## config.mk

```make
export PLATFORM = sky130hd
export DESIGN_NAME = glb_ld_dma_sched
export DESIGN_NICKNAME = d
export VERILOG_FILES = /design/src/rtl/glb_ld_dma_sched.sv
export SDC_FILE = /design/constraint.sdc
export NUM_CORES = 1
export LEC_CHECK = 0
export CAP_MARGIN = 20
export CELL_PAD_IN_SITES_DETAIL_PLACEMENT = 0
export CELL_PAD_IN_SITES_GLOBAL_PLACEMENT = 1
export CORE_MARGIN = 2
export CORE_UTILIZATION = 32
export CTS_CLUSTER_DIAMETER = 80
export DETAILED_ROUTE_END_ITERATION = 10
export PLACE_DENSITY_LB_ADDON = 0.1
export SYNTH_ARGS = -nofsm -noshare
export SYNTH_HDL_FRONTEND = slang
export SYNTH_SLANG_ARGS = --single-unit
```

## constraint.sdc

```tcl
create_clock -name clk -period 2.2 [get_ports clk]
set_clock_uncertainty 0.1 [all_clocks]
set_input_delay 0.22 -clock clk [delete_from_list [all_inputs] [get_ports clk]]
set_output_delay 0.22 -clock clk [all_outputs]
set_load 0.02 [all_outputs]
```

## src/rtl/glb_ld_dma_sched.sv

```systemverilog
// glb_ld_dma_sched: walks the load-DMA header queue in order, starting the engine per valid header and clearing its validate bit on completion.
// Latency: start pulse -> dma_start two cycles later; dma_done -> next dma_start two cycles later; all outputs registered.
// Backpressure: none; one transfer is outstanding at a time. Optional watchdog built when GLB_LD_DMA_TIMEOUT_EN is defined.
module glb_ld_dma_sched #(
  parameter int QUEUE_DEPTH    = 4,
  parameter int QSEL_WIDTH     = $clog2(QUEUE_DEPTH),
  parameter int TIMEOUT_CYCLES = 65535
) (
  input  logic                   clk,
  input  logic                   reset,
  input  logic [1:0]             cfg_ld_dma_mode,
  input  logic [QUEUE_DEPTH-1:0] hdr_valid,
  input  logic                   ld_dma_start_pulse,
  input  logic                   dma_done,
  output logic                   dma_start,
  output logic [QSEL_WIDTH-1:0]  dma_sel,
  output logic [QUEUE_DEPTH-1:0] cfg_load_dma_invalidate_pulse,
  output logic                   ld_dma_done_pulse,
  output logic                   busy,
  output logic                   err_timeout
);

  typedef enum logic [2:0] {
    IDLE  = 3'd0,
    SCAN  = 3'd1,
    ISSUE = 3'd2,
    RUN   = 3'd3,
    DONE  = 3'd4
  } state_t;

  localparam logic [QSEL_WIDTH-1:0] PTR_LAST = QSEL_WIDTH'(QUEUE_DEPTH - 1);

  state_t                  state_q, state_d;
  logic [QSEL_WIDTH-1:0]   ptr_q, ptr_d;
  logic                    mode_on;
  logic                    mode_rpt;
  logic                    run_end;

  logic                    start_d;
  logic                    done_d;
  logic                    busy_d;
  logic [QUEUE_DEPTH-1:0]  inval_d;

  // Modes 1 and 2 are active; 0 and 3 both mean off.
  assign mode_on  = (cfg_ld_dma_mode == 2'd1) || (cfg_ld_dma_mode == 2'd2);
  assign mode_rpt = (cfg_ld_dma_mode == 2'd2);

`ifdef GLB_LD_DMA_TIMEOUT_EN
  localparam logic [16:0] TMO_LAST = 17'(TIMEOUT_CYCLES - 1);

  logic [16:0] tmo_cnt_q;
  logic        tmo_expire;
  logic        err_timeout_q;

  // Counter holds k in the k-th cycle after RUN entry, so expiry ends RUN TIMEOUT_CYCLES cycles in.
  assign tmo_expire = (state_q == RUN) && (tmo_cnt_q == TMO_LAST);
  assign run_end    = dma_done || tmo_expire;
  assign err_timeout = err_timeout_q;

  // Watchdog: clear while issuing, count in RUN; a done in the expiry cycle is a normal completion.
  always_ff @(posedge clk) begin
    if (reset) begin
      tmo_cnt_q     <= '0;
      err_timeout_q <= 1'b0;
    end else begin
      if (state_q == ISSUE) begin
        tmo_cnt_q <= '0;
      end else if (state_q == RUN) begin
        tmo_cnt_q <= tmo_cnt_q + 17'd1;
      end
      if (tmo_expire && !dma_done) begin
        err_timeout_q <= 1'b1;
      end
    end
  end
`else
  assign run_end     = dma_done;
  assign err_timeout = 1'b0;
`endif

  // State and queue pointer register.
  always_ff @(posedge clk) begin
    if (reset) begin
      state_q <= IDLE;
      ptr_q   <= '0;
    end else begin
      state_q <= state_d;
      ptr_q   <= ptr_d;
    end
  end

  // Next-state: scan stops at the first invalid entry (one-pass) or rewinds (repeat).
  always_comb begin
    state_d = state_q;
    ptr_d   = ptr_q;
    case (state_q)
      IDLE: begin
        if (ld_dma_start_pulse && mode_on) begin
          state_d = SCAN;
          ptr_d   = '0;
        end
      end
      SCAN: begin
        if (!mode_on) begin
          state_d = IDLE;
        end else if (hdr_valid[ptr_q]) begin
          state_d = ISSUE;
        end else if (mode_rpt) begin
          ptr_d = '0;
        end else begin
          state_d = DONE;
        end
      end
      ISSUE: begin
        state_d = RUN;
      end
      RUN: begin
        if (run_end) begin
          if (!mode_on) begin
            state_d = IDLE;
          end else if (ptr_q == PTR_LAST) begin
            if (mode_rpt) begin
              state_d = SCAN;
              ptr_d   = '0;
            end else begin
              state_d = DONE;
            end
          end else begin
            state_d = SCAN;
            ptr_d   = ptr_q + 1'b1;
          end
        end
      end
      DONE: begin
        state_d = IDLE;
      end
      default: begin
        state_d = IDLE;
      end
    endcase
  end

  // Output decode from the next state so every pulse leaves a flop aligned with its state.
  always_comb begin
    start_d = (state_d == ISSUE);
    done_d  = (state_d == DONE);
    busy_d  = (state_d != IDLE);
    inval_d = '0;
    // Repeat mode keeps its headers; any other mode at completion clears the finished entry.
    if ((state_q == RUN) && run_end && !mode_rpt) begin
      inval_d = QUEUE_DEPTH'(1) << ptr_q;
    end
  end

  // Registered outputs; reset wipes any pulse that would have fired next cycle.
  always_ff @(posedge clk) begin
    if (reset) begin
      dma_start                     <= 1'b0;
      ld_dma_done_pulse             <= 1'b0;
      busy                          <= 1'b0;
      cfg_load_dma_invalidate_pulse <= '0;
    end else begin
      dma_start                     <= start_d;
      ld_dma_done_pulse             <= done_d;
      busy                          <= busy_d;
      cfg_load_dma_invalidate_pulse <= inval_d;
    end
  end

  assign dma_sel = ptr_q;

endmodule
```

### Word level (Yosys, flattened, before mapping)

Index checks and enable logic that the tools add are counted.
Widths: inputs -> output; s select.

* register bits after elaboration: 12
* input port bits: 10
* word-level logic and storage cells: 52

* $add $sub $neg: 1
* $lt $le $gt $ge: 1
* equal/unequal tests: 13
* shift operators: 1
* multiplexer cells: 19
* bitwise gates (word level): 1
* reductions and logical operators: 10

Operators by type and width (number)
* $mux 3: 8
* $mux 2: 7
* $pmux 3 s4: 1
* $ne 2x2->1 const B: 5
* $eq 3x2->1 const B: 3
* $pmux 2 s3: 1
* $reduce_and 6->1: 1
* $reduce_bool 3->1: 2
* $eq 2x2->1 const B: 2
* $shl 1x2->4 const A: 1
* $eq 3x1->1 const B: 1
* $eq 3x3->1 const B: 1
* $logic_and 1x1->1: 3
* $logic_not 3->1: 1
* $lt 2x3->1 const B: 1
* $add 2x1->2 const B: 1
* $bmux 1 s2: 1
* $eq 2x1->1 const B: 1
* $reduce_or 2->1: 1
* $logic_not 1->1: 1
* $logic_or 1x1->1: 1
* $mux 1: 1
* $not 1->1: 1

### Longest topological paths before layout

Gate-level depths: netlist of the first run.

* depth in word-level cells: 7
* gate-level depth with buffers: 6

### Worst setup path before layout of the first run

No wires, ideal clock.

* path type: reg2reg
* start: reg ptr_q[1] (netlist: dma_sel[1])
* end: reg ptr_q[1] (netlist: dma_sel[1])
* library setup time: 0.121 ns
* data arrival time: 1.541 ns
* required time: 1.979 ns
* path slack: 0.438 ns
* cell stages (with the launch flop): 6
* buffers on the path: 1
* cell sequence: dfxtp_1 -> buf_2 -> mux2i_1 -> or3_1 -> o311ai_1 -> mux2_4

* longest elaborated chain between the ends: 5
* elaborated cells on any way between the ends: 13
* those cells by class: add/sub (1); eq/ne (2); mux (9); reduce/logical (1)

Ends and longest elaborated chain
* start, declared: line 34 `logic [QSEL_WIDTH-1:0] ptr_q, ptr_d;`
* start signal, assigned: line 88 `ptr_q <= ptr_d;`
* $add 2x1->2, or another cell as far along: line 130 `ptr_d = ptr_q + 1'b1;`
* $mux 2: line 121 `end else if (ptr_q == PTR_LAST) begin`
* $mux 2: line 119 `if (!mode_on) begin`
* $mux 2: line 118 `if (run_end) begin`
* $pmux 2 s3: line 96 `case (state_q)`

Parallel ways exist; a longest one is shown, timed or not. The select of a mux whose other input is x is not followed.
A chain may end at the register's enable or synchronous reset.

### Final worst setup path of the first run

* start: in cfg_ld_dma_mode[0]
* end: reg state_q[0]

* longest elaborated chain between the ends: 6
* elaborated cells on any way between the ends: 13
* those cells by class: eq/ne (2); mux (9); reduce/logical (2)

Ends and longest elaborated chain
* start, declared: line 11 `input logic [1:0] cfg_ld_dma_mode,`
* $eq 2x2->1: line 45, 46
* $mux 3: line 122 `if (mode_rpt) begin`
* $mux 3: line 121
* $mux 3: line 119
* $mux 3: line 118
* $pmux 3 s4 (*): line 96
* end signal, assigned: line 87 `state_q <= state_d;`
* end, declared: line 33 `state_t state_q, state_d;`

Mark *: on every way between the ends. The rest lies on a longest branch, timed or not.

==> metrics.yaml, run 1 <==
worst_setup_path:
  cp_slowest_stage_delay_ns: 0.53
  reg2reg_depth: 4
  worst_path_max_delay_cell: "or4b_1"
  crit_arrival_ns: 2.01
  path_class: "in -> reg"
  required_ns: 2.30
  critPathCaptureType: "register"
  startpoint_type: "primary input"
  cp_cell_sequence: "clkdlybuf4s50_1, inv_1, ha_1, or4b_1, nor2_1, o22ai_1, a21oi_1"
  crit_fanout: 5
global_route:
  grt_max_degree: 12
  antenna_found_initial: 0
  grt_pass1_wl_mm: 2.13
  grt.total_usage_pct: 11.8
  grt-ovfl-total: 0
  grt_pass1_vias: 477
timing:
  drv_slew: 0
  finalCritPeriodShare_pct: 86.7
  setup_slack_ns: 0.293
  rsz0062_at_grt: "false"
  final.setup.tns_ns: 0
  finalSetupViolations: 0
  timing_hold_violations_final: 0
  fmax_mhz: 524
  fin_crit_ns: 1.91
synth:
  synth_xor_xnor_area_share_pct: 0
  async_flop_share_pct: 0
  synthSimpleGateAreaFrac_pct: 30.5
  ys_seq_elements: 12
  synth_top_family_by_area: "simple AND/OR/NAND/NOR gates"
  synthMuxAreaShare_pct: 10.6
  ys.warnings.count: 0
  synth_compound_area_share_pct: 12.8
  ys_types: 31
  synth-edff-count: 0
  syn_area_per_cell_um2: 9.63
  ys_seq_area_share_pct: 37.8
  netlist_area_um2: 636
  synth_ff_type: "dfxtp_1"
  synthCells: 66
  synthAdderAreaFrac_pct: 3.94
  synth_fp_nets: 78
cts:
  worstSkewPairLatency_ns: 0.26
  post_cts_resize_count: 0
  clock-root-buffer: "clkbuf_4"
  clkTransAtPathRegs_ns: 0.07
  cts_hold_buffers: 0
  cts_max_path_buffers: 2
  numCtsBuffers: 3
  cts_tree: "done"
  htree_levels: 1
  post_cts.repair.setup_buffers: 0
  clock-sinks: 12
drt:
  wl_mm: 1.30
  drcViolationCount: 0
  routedWlPerCell_um: 11.4
  vias: 570
  drt_iter0_markers: 12
  firstDrtPassIters: 4
  ant_nets: 0
  via_per_inst: 5.00
final_layout:
  fin_util_pct: 46.0
  area_delta_synth_final_pct: 39.2
  drive_gt1_share_pct: 11.5
  layout_commonest_cell: "clkdlybuf4s50_1"
  multi_input_area_um2: 372
  fin_nets: 100
  ff_latch_area_um2: 240
  diodes: 0
  fillers: 195
  mostFrequentLayoutCells: "clkdlybuf4s50_1 (18), dfxtp_1 (12), nor3_1 (7)"
placed_design:
  post-place-ws_ns: 0.0295
  numPortBuffers: 18
  dpl.hpwl_mm: 1.02
  gp_congestion: 0.814
min_path:
  hp-class: "reg -> reg"
  hold_depth: 1
die:
  dieArea_mm2: 0.00236
  io-pin-count: 20
  initial_core_util_pct: 33.1
  chipHeight_um: 48.6
  die_w_um: 48.6
  rows: 16
  design.core.area_mm2: 0.00192
pwr:
  netSwitchingFraction_pct: 22.6
  ir_drop_mv: 0.223
  internal-power_uw: 363
  combinationalPowerShare_pct: 16.1
  finalPower_uw: 469
  powerDensity_mw_per_mm2: 530
  pwr-share-clk_pct: 35.4
  p_leak_uw: 0.000315
  pwr-share-seq_pct: 48.5
  power.switching_uw: 106
flow_run:
  drv_cap: 0
outcome:
  status: "complete, no violations"
==> cell type report <==
class / count / share of cell area [%]
Timing Repair Buffer: 20 / 22.1
Clock buffer: 4 / 4.10
Sequential cell: 12 / 27.2
Tap cell: 27 / 3.82
Multi-Input combinational cell: 49 / 42.0
Inverter: 2 / 0.849
==> flip-flops by register name (all words and copies together), names as in the netlist <==
| register | cells |
|---|---|
| busy | 1 |
| dma_start | 1 |
| state_q | 3 |
| cfg_load_dma_invalidate_pulse | 4 |
| ld_dma_done_pulse | 1 |
| dma_sel | 2 |
==> worst paths after layout <==
| kind | from | end | slack (ns) |
|---|---|---|---|
| max | cfg_ld_dma_mode[0] | state_q[0]$_SDFF_PP0_ | 0.29 |
| min | dma_sel[0]$_SDFFE_PP0P_ | cfg_load_dma_invalidate_pulse[3]$_SDFF_PP0_ | 0.50 |
| max reg2reg | state_q[0]$_SDFF_PP0_ | dma_sel[1]$_SDFFE_PP0P_ | 0.45 |
| min reg2reg | dma_sel[0]$_SDFFE_PP0P_ | cfg_load_dma_invalidate_pulse[3]$_SDFF_PP0_ | 0.50 |
==> Yosys cell counts, types with 2 or more instances <==
| master | instances | share of area [%] |
|---|---|---|
| nor4_1 | 2 | 2.0 |
| mux2i_1 | 3 | 4.7 |
| inv_1 | 2 | 1.2 |
| nor3_1 | 7 | 5.5 |
| a21oi_1 | 4 | 3.1 |
| dfxtp_1 | 12 | 38 |
| nand2_1 | 4 | 2.4 |
| or4_1 | 2 | 2.4 |
| ha_1 | 2 | 3.9 |
| nor2b_1 | 4 | 3.9 |
| nor2_1 | 3 | 1.8 |
| and3_1 | 2 | 2.0 |
==> cell families after synthesis <==
family / Yosys count
compound gates: 9
other cells: 1
mux: 5
simple gates: 32
flops: 12
fa+ha+maj: 2
buf+inv: 5
==> layer usage <==
metal | GRT usage [%] | share of wire (%)
met4 | 8.57 | 1.5
met2 | 18.5 | 47
met3 | 0.926 | 4.8
met1 | 15.3 | 47
met5 | 0 | 0
==> power groups by stage <==
stage	Sequential (uW)	Combinational, uW	Clock [uW]
final	227	75.5	166
after global routing	228	81.4	182
after CTS	227	75.6	170
after detailed placement	232	75.4	0
after global placement	233	75.5	0
after floorplan	234	40.7	0
==> through the flow <==
step	hold slack (ns)	cell area (um2)	instances
6_report	0.500	885	114
5_1_grt	0.542	885	114
4_1_cts	0.509	885	114
3_5_place_dp	0.499	848	110
3_3_place_gp	0.500	848	110
2_1_floorplan	0.308	636	66
==> critical path: cells and delay by family <==
family / cells / cell delay, ns
compound gates: 2 / 0.25
fa+ha+maj: 1 / 0.37
buf+inv: 2 / 0.49
simple gates: 2 / 0.67
(Power assumes the default switching activity.)
==> run 2, diff against run 1 <==
Settings changed: CAP_MARGIN 20 to unset, CORE_UTILIZATION 32 to 35.
Clock period 2.2 ns to 2.22 ns, I/O delays scaled along.
==> run 2 against run 1 <==
Net effect:
- sequential cell count unchanged
- via count up 2.5%
- hold slack better by 0.0058 ns
- count of clock-buffer cells in the layout down 1
- largest power group unchanged
- non-clock buffer count unchanged
- total power down 8.4%
- critical path type unchanged
==> metrics.yaml, run 2 (synthesized netlist as in run 1, its figures left out) <==
timing:
  finalCritPeriodShare_pct: 87.1
  timing_hold_violations_final: 0  # unchanged
  fin_crit_ns: 1.93
  rsz0062_at_grt: "false"  # unchanged
  final.setup.tns_ns: 0  # unchanged
  drv_slew: 0  # unchanged
  fmax_mhz: 517
  finalSetupViolations: 0  # unchanged
global_route:
  grt.total_usage_pct: 14.2  # was 11.8%
  grt_pass1_vias: 490  # was 477
  grt-ovfl-total: 0  # unchanged
  antenna_found_initial: 0  # unchanged
  grt_max_degree: 12  # unchanged
  grt_pass1_wl_mm: 2.06  # was 2.13 mm
cts:
  cts_max_path_buffers: 2  # unchanged
  clock-root-buffer: "clkbuf_4"  # unchanged
  cts_tree: "done"  # unchanged
  post_cts_resize_count: 0  # unchanged
  cts_hold_buffers: 0  # unchanged
  post_cts.repair.setup_buffers: 0  # unchanged
  clkTransAtPathRegs_ns: 0.07  # about the same
  htree_levels: 1  # unchanged
  worstSkewPairLatency_ns: 0.27  # was 0.26 ns
  numCtsBuffers: 3  # unchanged
  clock-sinks: 12  # unchanged
worst_setup_path:
  cp_cell_sequence: "clkdlybuf4s50_1, inv_1, ha_1, or4b_1, nor2_1, o22ai_1, a21oi_1"  # unchanged
  path_class: "in -> reg"  # unchanged
  crit_fanout: 4  # was 5
  required_ns: 2.31  # was 2.30 ns
  crit_arrival_ns: 2.03  # was 2.01 ns
  worst_path_max_delay_cell: "or4b_1"  # unchanged
  cp_slowest_stage_delay_ns: 0.54  # was 0.53 ns
  critPathCaptureType: "register"  # unchanged
  startpoint_type: "primary input"  # unchanged
pwr:
  ir_drop_mv: 0.281  # was 0.223 mV
  p_leak_uw: 0.000308  # was 0.000315 uW
  powerDensity_mw_per_mm2: 495  # was 530 mW/mm2
final_layout:
  largest_reg_flops: 4  # unchanged
  diodes: 0  # unchanged
  top_register: "cfg_load_dma_invalidate_pulse"  # unchanged
  layout_commonest_cell: "clkdlybuf4s50_1"  # unchanged
  fin_util_pct: 50.8  # was 46.0%
  area_delta_synth_final_pct: 36.6  # was 39.2%
  stdcell_count: 111  # was 114
  drive_gt1_share_pct: 10.5  # was 11.5%
  fin_nets: 100  # unchanged
  mostFrequentLayoutCells: "clkdlybuf4s50_1 (18), dfxtp_1 (12), nor3_1 (7)"  # unchanged
outcome:
  status: "complete, no violations"  # unchanged
flow_run:
  drv_cap: 0  # unchanged
placed_design:
  numPortBuffers: 18  # unchanged
  dpl.hpwl_mm: 1.01  # was 1.02 mm
  dp_cells: 108  # was 110
  gp_congestion: 0.877  # was 0.814
drt:
  ant_nets: 0  # unchanged
  vias: 584  # was 570
  via_per_inst: 5.26  # was 5.00
  routedWlPerCell_um: 11.7  # was 11.4 um
  drt-met1-wl_um: 598  # was 605 um
  wl_met3_um: 82  # was 62 um
  wl_met2_um: 577  # was 609 um
  wl_mm: 1.30  # about the same
  drcViolationCount: 0  # unchanged
  routed.top_layer: "met4"  # unchanged
  drt_iter0_markers: 23  # was 12
  firstDrtPassIters: 4  # unchanged
die:
  initial_core_util_pct: 37.2  # was 33.1%
  chipHeight_um: 46.6  # was 48.6 um
  die_w_um: 46.6  # was 48.6 um
  design.core.area_mm2: 0.00171  # was 0.00192 mm2
  dieArea_mm2: 0.00217  # was 0.00236 mm2
  io-pin-count: 20  # unchanged
  rows: 15  # was 16
min_path:
  hp-class: "reg -> reg"  # unchanged
==> run 2: cell count changes in the layout (fill, tap and decap cells not counted) <==
| cell | previous run | this run |
|---|---|---|
| clkbuf_8 | 1 | 0 |
==> run 2: layout make-up <==
type	count	area, um2
multi-input combinational	49	372
sequential	12	240
tap	25	31.3
clock buffer	3	22.5
inverter	2	7.51
fill	168	840
timing repair buffer	20	195
==> run 2: worst paths after layout <==
check,from,to,slack [ns],depth (start not counted)
worst max-delay path,cfg_ld_dma_mode[0],state_q[0]$_SDFF_PP0_,0.29,7
worst min-delay path,dma_sel[0]$_SDFFE_PP0P_,cfg_load_dma_invalidate_pulse[3]$_SDFF_PP0_,0.51,1
worst max register to register,dma_sel[1]$_SDFFE_PP0P_,dma_sel[1]$_SDFFE_PP0P_,0.48,4
worst min register to register,dma_sel[0]$_SDFFE_PP0P_,cfg_load_dma_invalidate_pulse[3]$_SDFF_PP0_,0.51,1
==> run 2: layer usage <==
| metal | GRT usage (%) | vias to the layer above |
|---|---|---|
| met4 | 11.1 | 0 |
| met3 | 2.75 | 5 |
| met2 | 22.5 | 27 |
| met5 | 0 | - |
| met1 | 16.5 | 266 |
| li1 | - | 286 |
==> run 2: through the flow <==
step | hold WS (ns) | total power, uW | area [um2] | setup slack [ns]
floorplan | 0.310 | 272 | 636 | 0.458
global placement | 0.498 | 304 | 846 | 0.0310
detailed placement | 0.501 | 304 | 846 | 0.0320
CTS | 0.517 | 430 | 868 | 0.292
global route | 0.543 | 445 | 868 | 0.208
finish | 0.506 | 429 | 868 | 0.286
==> run 2: worst max-delay path, delay by kind of cell <==
kind / cells / cell delay [ns]
AO/OA/AOI/OAI: 2 / 0.27
adder cells (fa/ha/maj): 1 / 0.35
AND/OR/NAND/NOR: 2 / 0.69
buffers and inverters: 2 / 0.49
==> run 2: power breakdown <==
group	internal, uW	switching, uW	total (uW)
Clock	62.8	67.0	130
Combinational	40.6	34.1	74.7
Sequential	220	5.33	225
Total	323	106	429
